==> src/rtl/codec_frame_scheduler.sv <==
// codec_frame_scheduler: per-frame request/collect/mix sequencer feeding one saturated sample to the codec.
module codec_frame_scheduler #(
    parameter int TIMEOUT = 1024,
    parameter int CNT_W   = 8
) (
    input  logic               clk,
    input  logic               reset_n,
    input  logic               enable,
    input  logic               new_frame,
    output logic               src0_req,
    input  logic               src0_valid,
    input  logic [15:0]        src0_sample,
    input  logic               src1_en,
    output logic               src1_req,
    input  logic               src1_valid,
    input  logic [15:0]        src1_sample,
    output logic [15:0]        sample_out,
    output logic               sample_valid,
    output logic               busy,
    output logic               frame_overrun,
    output logic [CNT_W-1:0]   underrun_cnt
);
    localparam int TW = $clog2(TIMEOUT + 1);

    typedef enum logic [1:0] {IDLE, WAIT, MIX} state_t;

    state_t             state;
    logic               use1, got0, got1;
    logic [15:0]        last0, last1;
    logic [TW-1:0]      timer;
    logic               g0, g1, done;
    logic signed [16:0] sum;
    logic [15:0]        sat;

    // Valids arriving this cycle count toward completion, so a same-cycle answer goes straight to MIX.
    always_comb begin
        g0   = got0 | src0_valid;
        g1   = got1 | (use1 & src1_valid);
        done = g0 & (g1 | !use1);
        sum  = {last0[15], last0} + (use1 ? {last1[15], last1} : 17'sd0);
        sat  = (sum[16] != sum[15]) ? (sum[16] ? 16'h8000 : 16'h7FFF) : sum[15:0];
    end

    assign busy = state != IDLE;

    always_ff @(posedge clk or negedge reset_n) begin
        if (!reset_n) begin
            state         <= IDLE;
            use1          <= 1'b0;
            got0          <= 1'b0;
            got1          <= 1'b0;
            last0         <= '0;
            last1         <= '0;
            timer         <= '0;
            src0_req      <= 1'b0;
            src1_req      <= 1'b0;
            sample_out    <= '0;
            sample_valid  <= 1'b0;
            frame_overrun <= 1'b0;
            underrun_cnt  <= '0;
        end else begin
            src0_req      <= 1'b0;
            src1_req      <= 1'b0;
            sample_valid  <= 1'b0;
            frame_overrun <= new_frame & (state != IDLE);
            case (state)
                IDLE: if (new_frame) begin
                    if (enable) begin
                        use1     <= src1_en;
                        src0_req <= 1'b1;
                        src1_req <= src1_en;
                        got0     <= 1'b0;
                        got1     <= 1'b0;
                        timer    <= '0;
                        state    <= WAIT;
                    end else begin
                        sample_out   <= '0;
                        sample_valid <= 1'b1;
                    end
                end
                WAIT: begin
                    if (src0_valid && !got0) begin
                        last0 <= src0_sample;
                        got0  <= 1'b1;
                    end
                    if (use1 && src1_valid && !got1) begin
                        last1 <= src1_sample;
                        got1  <= 1'b1;
                    end
                    if (done) begin
                        state <= MIX;
                    end else if (timer == TW'(TIMEOUT - 1)) begin
                        // Missing sources fall back to their last good value.
                        if (!(&underrun_cnt)) underrun_cnt <= underrun_cnt + 1'b1;
                        state <= MIX;
                    end else begin
                        timer <= timer + 1'b1;
                    end
                end
                MIX: begin
                    sample_out   <= sat;
                    sample_valid <= 1'b1;
                    state        <= IDLE;
                end
                default: state <= IDLE;
            endcase
        end
    end
endmodule

==> config.mk <==
export PLATFORM = sky130hd
export DESIGN_NAME = codec_frame_scheduler
export DESIGN_NICKNAME = d
export VERILOG_FILES = /design/src/rtl/codec_frame_scheduler.sv
export SDC_FILE = /design/constraint.sdc
export NUM_CORES = 1
export LEC_CHECK = 0
export ABC_AREA = 1
export CAP_MARGIN = 15
export CORE_UTILIZATION = 35
export DETAILED_ROUTE_END_ITERATION = 7
export PLACE_DENSITY = 0.54
export SLEW_MARGIN = 20
export SYNTH_ARGS = -nofsm -noshare
export SYNTH_HDL_FRONTEND = slang
export SYNTH_SLANG_ARGS = --single-unit
==> constraint.sdc <==
create_clock -name clk -period 3 [get_ports clk]
set_input_delay 0.75 -clock clk [delete_from_list [all_inputs] [get_ports clk]]
set_output_delay 0.75 -clock clk [all_outputs]
set_load 0.01 [all_outputs]
-- Yosys cells after proc, flatten, opt, wreduce, memory -nomap -nowiden
Index checks and enable logic that the tools add are counted.
- add/sub/neg operators: 3
- equality and inequality tests: 12
- muxes and demuxes: 31
- bitwise gates (word level): 8
- reduce and logical (&&, ||, !) cells: 20
- operators by type and width (operator ; count):
    $mux W16 ; 4
    $mux W11 ; 4
    $pmux W16 S2 ; 1
    $pmux W11 S2 ; 1
    $add A17 B17 Y17 ; 1
    $mux W17 ; 1
    $ne A2 B2 Y1 const B ; 7
    $mux W1 ; 12
    $reduce_and A4 Y1 ; 3
    $add A11 B1 Y11 const B ; 1
    $eq A11 B10 Y1 const B ; 1
    $reduce_and A3 Y1 ; 3
    $add A8 B1 Y8 const B ; 1
    $mux W2 ; 4
    $reduce_and A8 Y1 ; 1
    $pmux W1 S2 ; 3
    $reduce_bool A2 Y1 ; 3
    $reduce_and A5 Y1 ; 1
    $pmux W2 S2 ; 1
    $reduce_and A2 Y1 ; 2
    $and A1 B1 Y1 ; 3
    $logic_and A1 B1 Y1 ; 3
    $logic_not A1 Y1 ; 3
    $ne A3 B3 Y1 const B ; 1
    6 further kinds ; 9
- bits in registers: 76
- bits of input ports: 39
- output and inout port bits: 29
- logic and storage cells: 87

-- Longest topological paths before layout
- depth after elaboration: 6
- depth in mapped cells: 19

-- Worst setup path before layout
Ideal clock, no wire load.
- path type: register -> register
- start point: register use1
- end point: register sample_out[2]
- setup time: 0.116 ns
- arrival time: 2.321 ns
- data required time: 2.884 ns
- path slack: 0.563 ns
- stages on the path, launching flop included: 20
- clock period less this slack: 2.437 ns
- path through: dfrtp_1 -> buf_4 -> clkbuf_1 -> nand2_1 -> inv_1 -> ha_1 -> fa_1 -> nand2_1 -> nand2_1 -> nand3_1 -> nand2_2 -> nand2_1 -> nand2_1 -> nand2_1 -> nand2_2 -> nand2_2 -> buf_6 -> nand3_1 -> nand2_1 -> nand2_1
- cells in the longest elaborated chain, start to end: 5
- elaborated cells between the ends (all ways): 6
- those cells by class: 1 x add/sub; 1 x eq/ne; 4 x mux
- ends and longest elaborated chain (what ; RTL line ; RTL):
    start: declaration ; 28 ; logic use1, got0, got1;
    start signal: assignment ; 69 ; use1 <= src1_en;
    $mux W17 * ; 40 ; sum = {last0[15], last0} + (use1 ? {last1[15], last1} : 17'sd0);
    $add A17 B17 Y17 * ; 40 ;
    $mux W16 / $ne A1 B1 Y1 (equally long branches) ; 41 ; sat = (sum[16] != sum[15]) ? (sum[16] ? 16'h8000 : 16'h7FFF) : sum[15:0];
    $mux W16 * ; 41 ;
    $pmux W16 S2 * ; 66 ; case (state)
    end signal: assignment ; 101 ; sample_out <= sat;
    end: declaration ; 17 ; output logic [15:0] sample_out,
Every way passes the cells marked *; elsewhere a longest branch is shown, timed or not.
A chain may end at the register's enable or synchronous reset.

-- Worst setup path in the final report
- start point: register use1
- end point: register sample_out[14]
Same word-level chain as after synthesis.

==> results.txt <==
Status: finished clean
CP peak stage delay: 0.52 ns
Synthesized area: 4460 um2
Post-DP HPWL: 7450 um
Routed via count: 3,572
Drt total wl: 9660 um
Share of layout cells above drive strength 1: 13.7%
CTS buffer count: 9
Worst Reg-to-Reg Cells: 15
Power per cell area: 977 nW/um2
RSZ-0062 raised after global routing: no
N_diodes: 0
Final max-slew violation count: 0
Standard-cell row count: 40
Worst path slowest cell: dfrtp_1
DR DRC count: 0
Global-route total usage across every layer: 16.3%
# resized after CTS: 0
I/O Pins: 68
Synth Warn #: 0
Power Total: 0.00547 W
CTS clk-pin slew, worst paths: 0.06 ns
H-tree depth: 3
Largest net degree at the start of global routing: 77
Reg-to-reg slack, setup: 0.45 ns
Routed Antenna Nets: 0
CP Class: reg -> reg
Period utilisation layout: 85.1%
Max_cap viols: 0
Crit path time final: 2.55 ns
Postcts setup bufs: 0
Slew HR: 61.2%
Main synth FF type: dfrtp_1
Top post-synthesis cells by area: dfrtp_1, nand2_1, mux2_2
Worst-path fanout max: 15
Reg2reg start: use1
First-pass GRT wire length: 16,900 um
Synth async-reset ratio: 100%
Die W: 115 um
Reg2reg end: sample_out[14]
Most frequent cells after synthesis: nand2_1, dfrtp_1, inv_1, mux2_2, nand3_1
Die Ht: 115 um
VDD IR max: 323 uV
Initial core utilization: 36.5%
Vias in the first global route: 3,658
Clock power share: 19.7%
Number of synthesized register bits: 76
Combinational Power Share: 51.6%
Req. time, crit path: 3.27 ns
Post-DR wirelength/cell: 12.3 um
Post-Syn Instances: 539
Switching Fraction: 41.6%
Global route overflow: 0
CP Data Arrival Time: 2.82 ns
Sequential group share of total power: 28.6%
Final Hold Fails: 0
1st-iter DRT viols: 152
CORE AREA: 12,200 um2
Worst Setup Start Kind: flop
TritonCTS clock tree: done
P&R area growth vs syn: 25.5%
Cell with the most instances after synthesis: nand2_1
Critical path, cell by cell: nand2_1 > inv_1 > ha_1 > fa_1 > nand2_1 > nand2_1 > nand3_1 > nand2_2 > nand2_1 > nand2_1 > nand2_1 > nand2_2 > a21oi_4 > nand2_1 > nand2_1
Sequential area share after synthesis: 42.6%
Worst Tran Pin Value: 0.580 ns
Port Buffers: 67
Syn nets: 597
Die ar.: 13,200 um2
Top-area cell type share of the netlist area: 42.6%
Syn Area/Cell: 8.28 um2
Tightest Hold Check Type: in -> async
Drt via density: 4.56
CP most frequent cell: nand2_1
Sum of negative setup slack: 0 ns
Area leader, netlist: dfrtp_1
Clock buffer depth: 2
Clk_lat worst skew: 0.34 ns
Post-synth EDFFs: 0
Initial antenna violation count: 0
Layout Nets: 669
Pint: 0.00320 W
Static Leakage: 2.86 nW
Final GP Congestion: 0.802
Netlist cell types: 32
CTS Hold Bufs: 0
CTS Sinks: 76
Setup Viol. Count Final: 0
CP endpoint kind: flop
Switch Pwr: 0.00227 W
CTS root buffer: clkbuf_16
Drt pass-1 iters: 5
Clock Skews: 0.00983 ns
Highest achievable clock rate: 0.392 GHz
[flip-flops by register name (all words and copies together) (netlist names)]
| register | cells |
|---|---|
| last0 | 16 |
| got0 | 1 |
| sample_valid | 1 |
| use1 | 1 |
| sample_out | 16 |
| src0_req | 1 |
| underrun_cnt | 8 |
| timer | 11 |
| last1 | 16 |
| src1_req | 1 |
| state | 2 |
| frame_overrun | 1 |
| got1 | 1 |
[worst max-delay path by stage]
stage	from	to	slack [ns]
after floorplan	use1	sample_out[2]	0.56
after global placement	src1_valid	timer[5]	0.48
after detailed placement	src1_valid	timer[5]	0.39
after CTS	use1	sample_out[14]	0.44
after global routing	use1	sample_out[14]	0.1
final	use1	sample_out[14]	0.45
[metal layers]
| metal | wire length, um | vias to the layer above | track usage (%) | part of all wire (%) |
|---|---|---|---|---|
| met3 | 378 | 8 | 3.27 | 3.9 |
| met2 | 4730 | 68 | 28.6 | 49 |
| met4 | 93 | 0 | 5.11 | 0.96 |
| met1 | 4450 | 1649 | 20.1 | 46 |
| met5 | 0 | - | 0 | 0 |
| li1 | - | 1847 | - | - |
[layout make-up]
type                    instances  area, um2
fillers                      1251       6610
multi-input cells             376       2190
flip-flops and latches         76       1900
repair buffers                 70        711
inverters                      78        293
clock buffers                   9        225
well taps                     168        210
clock inverters                 6       65.1
[power by group through the flow]
stage / sequential [W] / clock [W] / combinational (W)
final: 0.00157 / 0.00108 / 0.00282
after floorplan: 0.00156 / 0 / 0.00223
after global routing: 0.00162 / 0.00115 / 0.00325
after detailed placement: 0.00159 / 0 / 0.00284
after CTS: 0.00157 / 0.00112 / 0.00286
after global placement: 0.00158 / 0 / 0.00281
[cells in the final DEF, fill, tap and decap left out, types with 4 or more instances in the layout]
cell type / Yosys / final
o21ai_0: 13 / 13
nor3_1: 6 / 6
nor2_1: 30 / 30
clkbuf_16: 0 / 9
xnor2_1: 9 / 9
nand3b_1: 4 / 4
nand3_1: 33 / 33
nand2_1: 167 / 167
mux2_2: 34 / 34
nand2_2: 13 / 13
ha_1: 18 / 18
clkdlybuf4s50_1: 0 / 66
xor2_1: 8 / 8
a21oi_1: 10 / 10
dfrtp_1: 76 / 76
nand4_1: 8 / 8
inv_1: 74 / 74
a21oi_2: 4 / 4
[cell families after synthesis]
logic type,after synthesis,synth area share (%)
buffers and inverters,87,8.24
XOR/XNOR,17,3.34
multiplexers,34,8.58
AND/OR/NAND/NOR,272,26.7
flip-flops,76,42.6
AO/OA/AOI/OAI,34,5.02
adder cells (fa/ha/maj),19,5.50
[worst max-delay path: cells and delay by family, from the launching register on]
family	cells	cell delay, ns
flip-flops	1	0.52
AO/OA/AOI/OAI	1	0.31
buffers and inverters	1	0.05
adder cells (fa/ha/maj)	2	0.61
AND/OR/NAND/NOR	11	0.98
[per-stage QoR]
step	cells	setup slack (ns)	cell area, um2	util, %	hold WS [ns]
floorplan	539	0.563	4460	-	0.454
global placement	767	0.476	5280	43.2	0.464
detailed placement	767	0.390	5280	43.2	0.465
CTS	782	0.438	5570	45.6	0.481
global route	783	0.0982	5600	45.8	0.304
finish	783	0.448	5600	45.8	0.293
Power figures use the tool's default switching activity.
